--- src/rtl/network_div_seq_28s_12s_16_if.sv ---
// Handshake/bus bundle for the 28s / 12s -> 16s sequential divider.
// master: operand producer and result consumer (drives in_valid, dividend,
//         divisor, out_ready).
// slave:  the divider (drives in_ready, out_valid, quotient, remainder, sat,
//         div_zero).
interface network_div_seq_28s_12s_16_if #(
  parameter int unsigned DIVIDEND_WIDTH = 28,
  parameter int unsigned DIVISOR_WIDTH  = 12,
  parameter int unsigned QUOTIENT_WIDTH = 16
);
  logic                             in_valid;
  logic                             in_ready;
  logic signed [DIVIDEND_WIDTH-1:0] dividend;
  logic signed [DIVISOR_WIDTH-1:0]  divisor;
  logic                             out_valid;
  logic                             out_ready;
  logic signed [QUOTIENT_WIDTH-1:0] quotient;
  logic signed [DIVISOR_WIDTH-1:0]  remainder;
  logic                             sat;
  logic                             div_zero;

  modport master (
    output in_valid, dividend, divisor, out_ready,
    input  in_ready, out_valid, quotient, remainder, sat, div_zero
  );

  modport slave (
    input  in_valid, dividend, divisor, out_ready,
    output in_ready, out_valid, quotient, remainder, sat, div_zero
  );
endinterface

--- src/rtl/network_div_seq_28s_12s_16.sv ---
// Radix-2 restoring signed divider: 28-bit signed dividend / 12-bit signed
// divisor -> saturated 16-bit signed quotient (truncated toward zero) and
// 12-bit signed remainder (sign of the dividend). One quotient bit per
// enabled cycle; result presented 29 enabled edges after acceptance.
// Ports:
//   clk     - clock, rising edge
//   reset_n - synchronous active-low reset
//   ce      - clock enable; all state holds while low
//   bus     - slave side of the operand/result handshake bundle
module network_div_seq_28s_12s_16 #(
  parameter int unsigned DIVIDEND_WIDTH = 28,
  parameter int unsigned DIVISOR_WIDTH  = 12,
  parameter int unsigned QUOTIENT_WIDTH = 16
) (
  input logic                           clk,
  input logic                           reset_n,
  input logic                           ce,
  network_div_seq_28s_12s_16_if.slave   bus
);

  localparam int unsigned DW = DIVIDEND_WIDTH;
  localparam int unsigned VW = DIVISOR_WIDTH;
  localparam int unsigned QW = QUOTIENT_WIDTH;
  localparam int unsigned CW = $clog2(DW);

  localparam logic [CW-1:0] CNT_LOAD  = CW'(DW - 1);
  localparam logic [DW-1:0] QPOS_LIM  = DW'((64'd1 << (QW - 1)) - 64'd1);
  localparam logic [DW-1:0] QNEG_LIM  = DW'(64'd1 << (QW - 1));
  localparam logic [QW-1:0] QMAX      = {1'b0, {(QW-1){1'b1}}};
  localparam logic [QW-1:0] QMIN      = {1'b1, {(QW-1){1'b0}}};

  typedef enum logic [1:0] {IDLE, BUSY, FIX, DONE} state_t;

  state_t        state, state_nxt;

  // dvd_q shifts dividend magnitude out at the top while quotient bits enter
  // at the bottom; after the last step it holds the quotient magnitude.
  logic [DW-1:0] dvd_q;
  logic [VW-1:0] dvs_q;
  logic [VW-1:0] rem_q;
  logic          sgn_a_q, sgn_b_q, zero_q;
  logic [CW-1:0] cnt_q;

  logic          in_ready_d, out_valid_d;
  logic [QW-1:0] q_fix;
  logic [VW-1:0] r_fix;
  logic          sat_fix;

  logic [VW:0]   trial, diff;
  logic          take;
  logic [VW-1:0] rem_nxt;
  logic [DW-1:0] dvd_abs;
  logic [VW-1:0] dvs_abs;

  // Operand magnitudes; the most negative values map onto 2^(W-1) unsigned.
  assign dvd_abs = bus.dividend[DW-1] ? (~bus.dividend + DW'(1)) : bus.dividend;
  assign dvs_abs = bus.divisor[VW-1]  ? (~bus.divisor  + VW'(1)) : bus.divisor;

  // One restoring step. rem_q < dvs_q always holds, so the difference fits
  // back into VW bits (except divide-by-zero, whose result is overridden).
  assign trial   = {rem_q, dvd_q[DW-1]};
  assign diff    = trial - {1'b0, dvs_q};
  assign take    = (trial >= {1'b0, dvs_q});
  assign rem_nxt = take ? diff[VW-1:0] : trial[VW-1:0];

  // State register and registered handshake outputs.
  always_ff @(posedge clk) begin
    if (!reset_n) begin
      state         <= IDLE;
      bus.in_ready  <= 1'b1;
      bus.out_valid <= 1'b0;
    end else if (ce) begin
      state         <= state_nxt;
      bus.in_ready  <= in_ready_d;
      bus.out_valid <= out_valid_d;
    end
  end

  // Next-state logic.
  always_comb begin
    state_nxt = state;
    case (state)
      IDLE:    if (bus.in_valid) state_nxt = BUSY;
      BUSY:    if (cnt_q == '0) state_nxt = FIX;
      FIX:     state_nxt = DONE;
      DONE:    if (bus.out_ready) state_nxt = IDLE;
      default: state_nxt = IDLE;
    endcase
  end

  // Output logic: handshake levels for the next state and the signed,
  // saturated result formed in FIX.
  always_comb begin
    in_ready_d  = (state_nxt == IDLE);
    out_valid_d = (state_nxt == DONE);
    q_fix       = dvd_q[QW-1:0];
    sat_fix     = 1'b0;
    r_fix       = sgn_a_q ? (~rem_q + VW'(1)) : rem_q;
    if (zero_q) begin
      q_fix   = sgn_a_q ? QMIN : QMAX;
      sat_fix = 1'b1;
      r_fix   = '0;
    end else if (sgn_a_q ^ sgn_b_q) begin
      if (dvd_q > QNEG_LIM) begin
        q_fix   = QMIN;
        sat_fix = 1'b1;
      end else begin
        q_fix = ~dvd_q[QW-1:0] + QW'(1);
      end
    end else if (dvd_q > QPOS_LIM) begin
      q_fix   = QMAX;
      sat_fix = 1'b1;
    end
  end

  // Datapath: operand capture, iteration, result registers.
  always_ff @(posedge clk) begin
    if (!reset_n) begin
      dvd_q         <= '0;
      dvs_q         <= '0;
      rem_q         <= '0;
      sgn_a_q       <= 1'b0;
      sgn_b_q       <= 1'b0;
      zero_q        <= 1'b0;
      cnt_q         <= '0;
      bus.quotient  <= '0;
      bus.remainder <= '0;
      bus.sat       <= 1'b0;
      bus.div_zero  <= 1'b0;
    end else if (ce) begin
      case (state)
        IDLE: begin
          if (bus.in_valid) begin
            dvd_q   <= dvd_abs;
            dvs_q   <= dvs_abs;
            rem_q   <= '0;
            sgn_a_q <= bus.dividend[DW-1];
            sgn_b_q <= bus.divisor[VW-1];
            zero_q  <= (bus.divisor == '0);
            cnt_q   <= CNT_LOAD;
          end
        end
        BUSY: begin
          rem_q <= rem_nxt;
          dvd_q <= {dvd_q[DW-2:0], take};
          if (cnt_q != '0) cnt_q <= cnt_q - CW'(1);
        end
        FIX: begin
          bus.quotient  <= q_fix;
          bus.remainder <= r_fix;
          bus.sat       <= sat_fix;
          bus.div_zero  <= zero_q;
        end
        default: ;
      endcase
    end
  end

endmodule

--- src/flat_wrapper.sv ---
// flat-port wrapper written by rule: the top's interface ports become plain ports
module network_div_seq_28s_12s_16_flat 
#(
  parameter int unsigned DIVIDEND_WIDTH = 28,
  parameter int unsigned DIVISOR_WIDTH  = 12,
  parameter int unsigned QUOTIENT_WIDTH = 16
)
  (clk, reset_n, ce, bus_in_valid, bus_dividend, bus_divisor, bus_out_ready, bus_in_ready, bus_out_valid, bus_quotient, bus_remainder, bus_sat, bus_div_zero);
  network_div_seq_28s_12s_16_if #(.DIVIDEND_WIDTH(DIVIDEND_WIDTH), .DIVISOR_WIDTH(DIVISOR_WIDTH), .QUOTIENT_WIDTH(QUOTIENT_WIDTH)) bus_i ();
  input logic clk;
  input logic reset_n;
  input logic ce;
  input wire logic [$bits(bus_i.in_valid)-1:0] bus_in_valid;
  input wire logic [$bits(bus_i.dividend)-1:0] bus_dividend;
  input wire logic [$bits(bus_i.divisor)-1:0] bus_divisor;
  input wire logic [$bits(bus_i.out_ready)-1:0] bus_out_ready;
  output wire logic [$bits(bus_i.in_ready)-1:0] bus_in_ready;
  output wire logic [$bits(bus_i.out_valid)-1:0] bus_out_valid;
  output wire logic [$bits(bus_i.quotient)-1:0] bus_quotient;
  output wire logic [$bits(bus_i.remainder)-1:0] bus_remainder;
  output wire logic [$bits(bus_i.sat)-1:0] bus_sat;
  output wire logic [$bits(bus_i.div_zero)-1:0] bus_div_zero;
  assign bus_i.in_valid = bus_in_valid;
  assign bus_i.dividend = bus_dividend;
  assign bus_i.divisor = bus_divisor;
  assign bus_i.out_ready = bus_out_ready;
  assign bus_in_ready = bus_i.in_ready;
  assign bus_out_valid = bus_i.out_valid;
  assign bus_quotient = bus_i.quotient;
  assign bus_remainder = bus_i.remainder;
  assign bus_sat = bus_i.sat;
  assign bus_div_zero = bus_i.div_zero;
  network_div_seq_28s_12s_16 #(.DIVIDEND_WIDTH(DIVIDEND_WIDTH), .DIVISOR_WIDTH(DIVISOR_WIDTH), .QUOTIENT_WIDTH(QUOTIENT_WIDTH)) u_core (.clk(clk), .reset_n(reset_n), .ce(ce), .bus(bus_i));
endmodule
--- config.mk ---
export PLATFORM = sky130hd
export DESIGN_NAME = network_div_seq_28s_12s_16_flat
export DESIGN_NICKNAME = d
export VERILOG_FILES = /design/src/rtl/network_div_seq_28s_12s_16_if.sv /design/src/rtl/network_div_seq_28s_12s_16.sv /design/src/flat_wrapper.sv
export SDC_FILE = /design/constraint.sdc
export NUM_CORES = 1
export LEC_CHECK = 0
export CORE_ASPECT_RATIO = 1.75
export CORE_UTILIZATION = 40
export CTS_CLUSTER_SIZE = 30
export DETAILED_ROUTE_END_ITERATION = 8
export HOLD_SLACK_MARGIN = 0.08
export SYNTH_ARGS = -nofsm -noshare
export SYNTH_HDL_FRONTEND = slang
export SYNTH_SLANG_ARGS = --single-unit
--- constraint.sdc ---
create_clock -name clk -period 2.8 [get_ports clk]
set_input_delay 0.7 -clock clk [delete_from_list [all_inputs] [get_ports clk]]
set_output_delay 0.7 -clock clk [all_outputs]
set_load 0.01 [all_outputs]
==> flow_summary.yaml <==
status:
  outcome: "completed"
die:
  die_w_um: 94.7
  core_area_um2: 14800
  dieHeight_um: 164
  num_rows: 59
  dieArea_um2: 15600
  initial_core_util_pct: 40.8
  io_pins: 77
finish:
  nets: 911
  final_common_cell: "dfxtp_1"
  drive_gt1_share_pct: 9.98
  finish.instance_area_um2: 7470
  fillers: 1445
  insertedDiodeCount: 0
  area_growth_pct: 24.1
  mostFrequentLayoutCells: "94 x dfxtp_1, 80 x nand2_1, 76 x clkdlybuf4s50_1, 72 x a21oi_1, 52 x nor2_1"
  finalNonFillerCells: 1035
detailed_routing:
  wl_per_cell_um: 17.6
  drt-initial-drc-count: 357
  vias_per_cell: 5.94
  drc_errors: 0
  drt_pass1_iterations: 5
  routed_wl_mm: 18.2
  ant_nets: 0
  vias: 6148
placed_design:
  dpl.hpwl_mm: 13.9
  gp_congestion: 0.899
  io_buffers: 76
  dp_cells: 1019
  pre_cts_slack_ns: -0.0903
  dpl_cell_area_um2: 7170
critical_path:
  r2r_cells: 8
  critPathLaunchType: "flip-flop"
  crit_arrival_ns: 2.81
  path_max_fanout: 14
  cpMostUsedCell: "nand2_1"
  worstSetupStartpoint: "u_core.rem_q[9]$_SDFFE_PN0P_"
  path_buf_inv: 1
  path_depth: 8
  cp.required_ns: 3.03
  critPathKind: "flip-flop to flip-flop"
  reg2reg_from: "u_core.rem_q[9]$_SDFFE_PN0P_"
  critPathTopFamily: "compound AO/OA/AOI/OAI gates"
  worstSetupEndpoint: "u_core.rem_q[1]$_SDFFE_PN0P_"
  cpPeakStageDelay_ns: 0.45
  cp_slowest_cell: "dfxtp_1"
  r2r_end: "u_core.rem_q[1]$_SDFFE_PN0P_"
  crit_chain: "ha_1, nand2_1, nand2_1, a211oi_1, o31ai_2, buf_4, or2_2, a311o_1"
  rrSetupSlack_ns: 0.22
  cp-end-kind: "flip-flop"
run:
  drv_cap: 0
logic_synthesis:
  async_reset_ff_share_pct: 0
  ys.flop_type: "dfxtp_1"
  yosys_register_bits: 94
  yosysWarnings: 0
  syn_inst: 764
  synthesis.area_um2: 6020
  ys_types: 70
  seq_area_frac_synth_pct: 31.3
  syn-num-nets: 828
  syn_area_per_cell_um2: 7.88
  synth_top_cells_by_area: "dfxtp_1 31%, a21oi_1 6.0%, xnor2_1 5.2%, nand2_1 5.0%, ha_1 3.7%"
  synth-edff-count: 0
  synth.largest_area_cell: "dfxtp_1"
  yosysTopAreaCellShare_pct: 31.3
sta:
  period_needed_ns: 2.58
  max_freq_ghz: 0.388
  slew_headroom_pct: 52.9
  setup_viol: 0
  timing.final.ws_setup_ns: 0.221
  fin_setup_tns_ns: 0
  worst_pin_slew_ns: 0.700
  finClkSkew_ns: 0.00555
  period_share_pct: 92.1
  hold_violations: 0
  finalMaxSlewViolations: 0
  rsz0062_at_grt: "false"
clock_tree:
  clk-insertion-delay-late_ns: 0.34
  cts_buffers: 9
  ctsResizeCount: 0
  cts_num_sinks: 94
  cts_buffer_depth: 2
  h-tree-depth: 3
  clk_pin_slew_ns: 0.06
  cts_root_buffer: "clkbuf_16"
  post_cts_buffers: 0
  cts_tree: "yes"
  hold_buffers: 0
power_and_ir_drop:
  power_uw: 4000
  ir_drop_uv: 266
  power_leakage_uw: 0.00269
  power_density_nw_per_um2: 535
global_routing:
  antenna_found_initial: 0
  grt_pass1_wl_mm: 29.5
  grtUsageTotal_pct: 24.4
  grt_max_degree: 33
  grt_pass1_vias: 6108
  grt_overflow: 0
min_path:
  hold_class: "flip-flop to flip-flop"
[power breakdown]
group | switching, uW | leakage (uW) | internal, uW
registers | 104 | 0.000765 | 1420
clock network | 535 | 0.000148 | 714
logic | 712 | 0.00178 | 514
total | 1350 | 0.00269 | 2640
[Yosys cell counts (all sizes together), types with 7 or more instances]
cell type  number
dfxtp          94
nand2          80
a21oi          72
nor2           52
clkbuf         43
o21ai          39
inv            38
xnor2          36
nor3           29
o221ai         26
xor2           22
o31ai          19
a211oi         18
ha             18
o211ai         15
nor4           12
a31oi          10
buf             9
or3             9
nand2b          8
nand3           8
o22ai           8
o41ai           8
a21o            7
a22oi           7
[how the worst min path moves through the flow]
| stage | depth (start not counted) | slack (ns) | startpoint | endpoint |
|---|---|---|---|---|
| after detailed placement | 2 | 0.46 | u_core.dvs_q[0]$_SDFFE_PN0P_ | u_core.dvs_q[0]$_SDFFE_PN0P_ |
| after floorplan | 2 | 0.44 | u_core.dvs_q[2]$_SDFFE_PN0P_ | u_core.dvs_q[2]$_SDFFE_PN0P_ |
| after global routing | 2 | 0.49 | u_core.dvd_q[19]$_SDFFE_PN0P_ | u_core.dvd_q[19]$_SDFFE_PN0P_ |
| final | 2 | 0.47 | u_core.dvs_q[3]$_SDFFE_PN0P_ | u_core.dvs_q[3]$_SDFFE_PN0P_ |
| after global placement | 2 | 0.45 | u_core.bus.remainder[11]$_SDFFE_PN0P_ | u_core.bus.remainder[11]$_SDFFE_PN0P_ |
| after CTS | 2 | 0.47 | u_core.dvs_q[0]$_SDFFE_PN0P_ | u_core.dvs_q[0]$_SDFFE_PN0P_ |
[area by class of cell]
class	count	area (um2)	share of cell area (%)
clock buffers	10	239	3.20
clock inverters	6	61.3	0.821
inverters	38	143	1.91
multi-input cells	580	3790	50.8
flip-flops and latches	94	1880	25.2
well taps	183	229	3.07
repair buffers	124	1120	15.0
[kinds of logic (layout without fill, tap and decap cells)]
| logic type | count (synthesis) | after routing | synth area share, % |
|---|---|---|---|
| and+or+nand+nor | 239 | 239 | 20.2 |
| muxes | 4 | 4 | 0.665 |
| AOI/OAI and AO/OA | 260 | 260 | 29.5 |
| DFF | 94 | 94 | 31.3 |
| adders and majority gates | 19 | 19 | 4.08 |
| xor gates and xnor gates | 58 | 58 | 8.44 |
| buffers and inverters | 90 | 178 | 5.78 |
[worst min-delay path, cell delays in order, from the launching register on]
cell and delay [ns]:
dfxtp_1 0.30, inv_1 0.06, a211oi_1 0.06
[metrics by stage]
stage               util (%)  hold slack (ns)
CTS                     50.6            0.470
floorplan                  -            0.440
finish                  50.6            0.466
global placement        48.5            0.447
global route            50.6            0.491
detailed placement      48.5            0.456
[sequential cells by signal, indices dropped and copies added (netlist names)]
register and cells:
u_core.bus.div_zero 1, u_core.state 2, u_core.bus.quotient 16, u_core.sgn_a_q 1, u_core.dvd_q 28, u_core.zero_q 1
u_core.rem_q 12, u_core.cnt_q 5, u_core.bus.sat 1, u_core.bus.out_valid 1, u_core.bus.in_ready 1, u_core.sgn_b_q 1
u_core.bus.remainder 12, u_core.dvs_q 12
[metal layers]
layer	vias up	share of wire [%]	global-route usage [%]
li1	3011	-	-
met1	2898	37	25.1
met2	183	55	46.0
met3	56	3.3	2.69
met4	0	4.8	14.5
met5	-	0	0
Note: power is estimated with default switching activity, not from simulation.
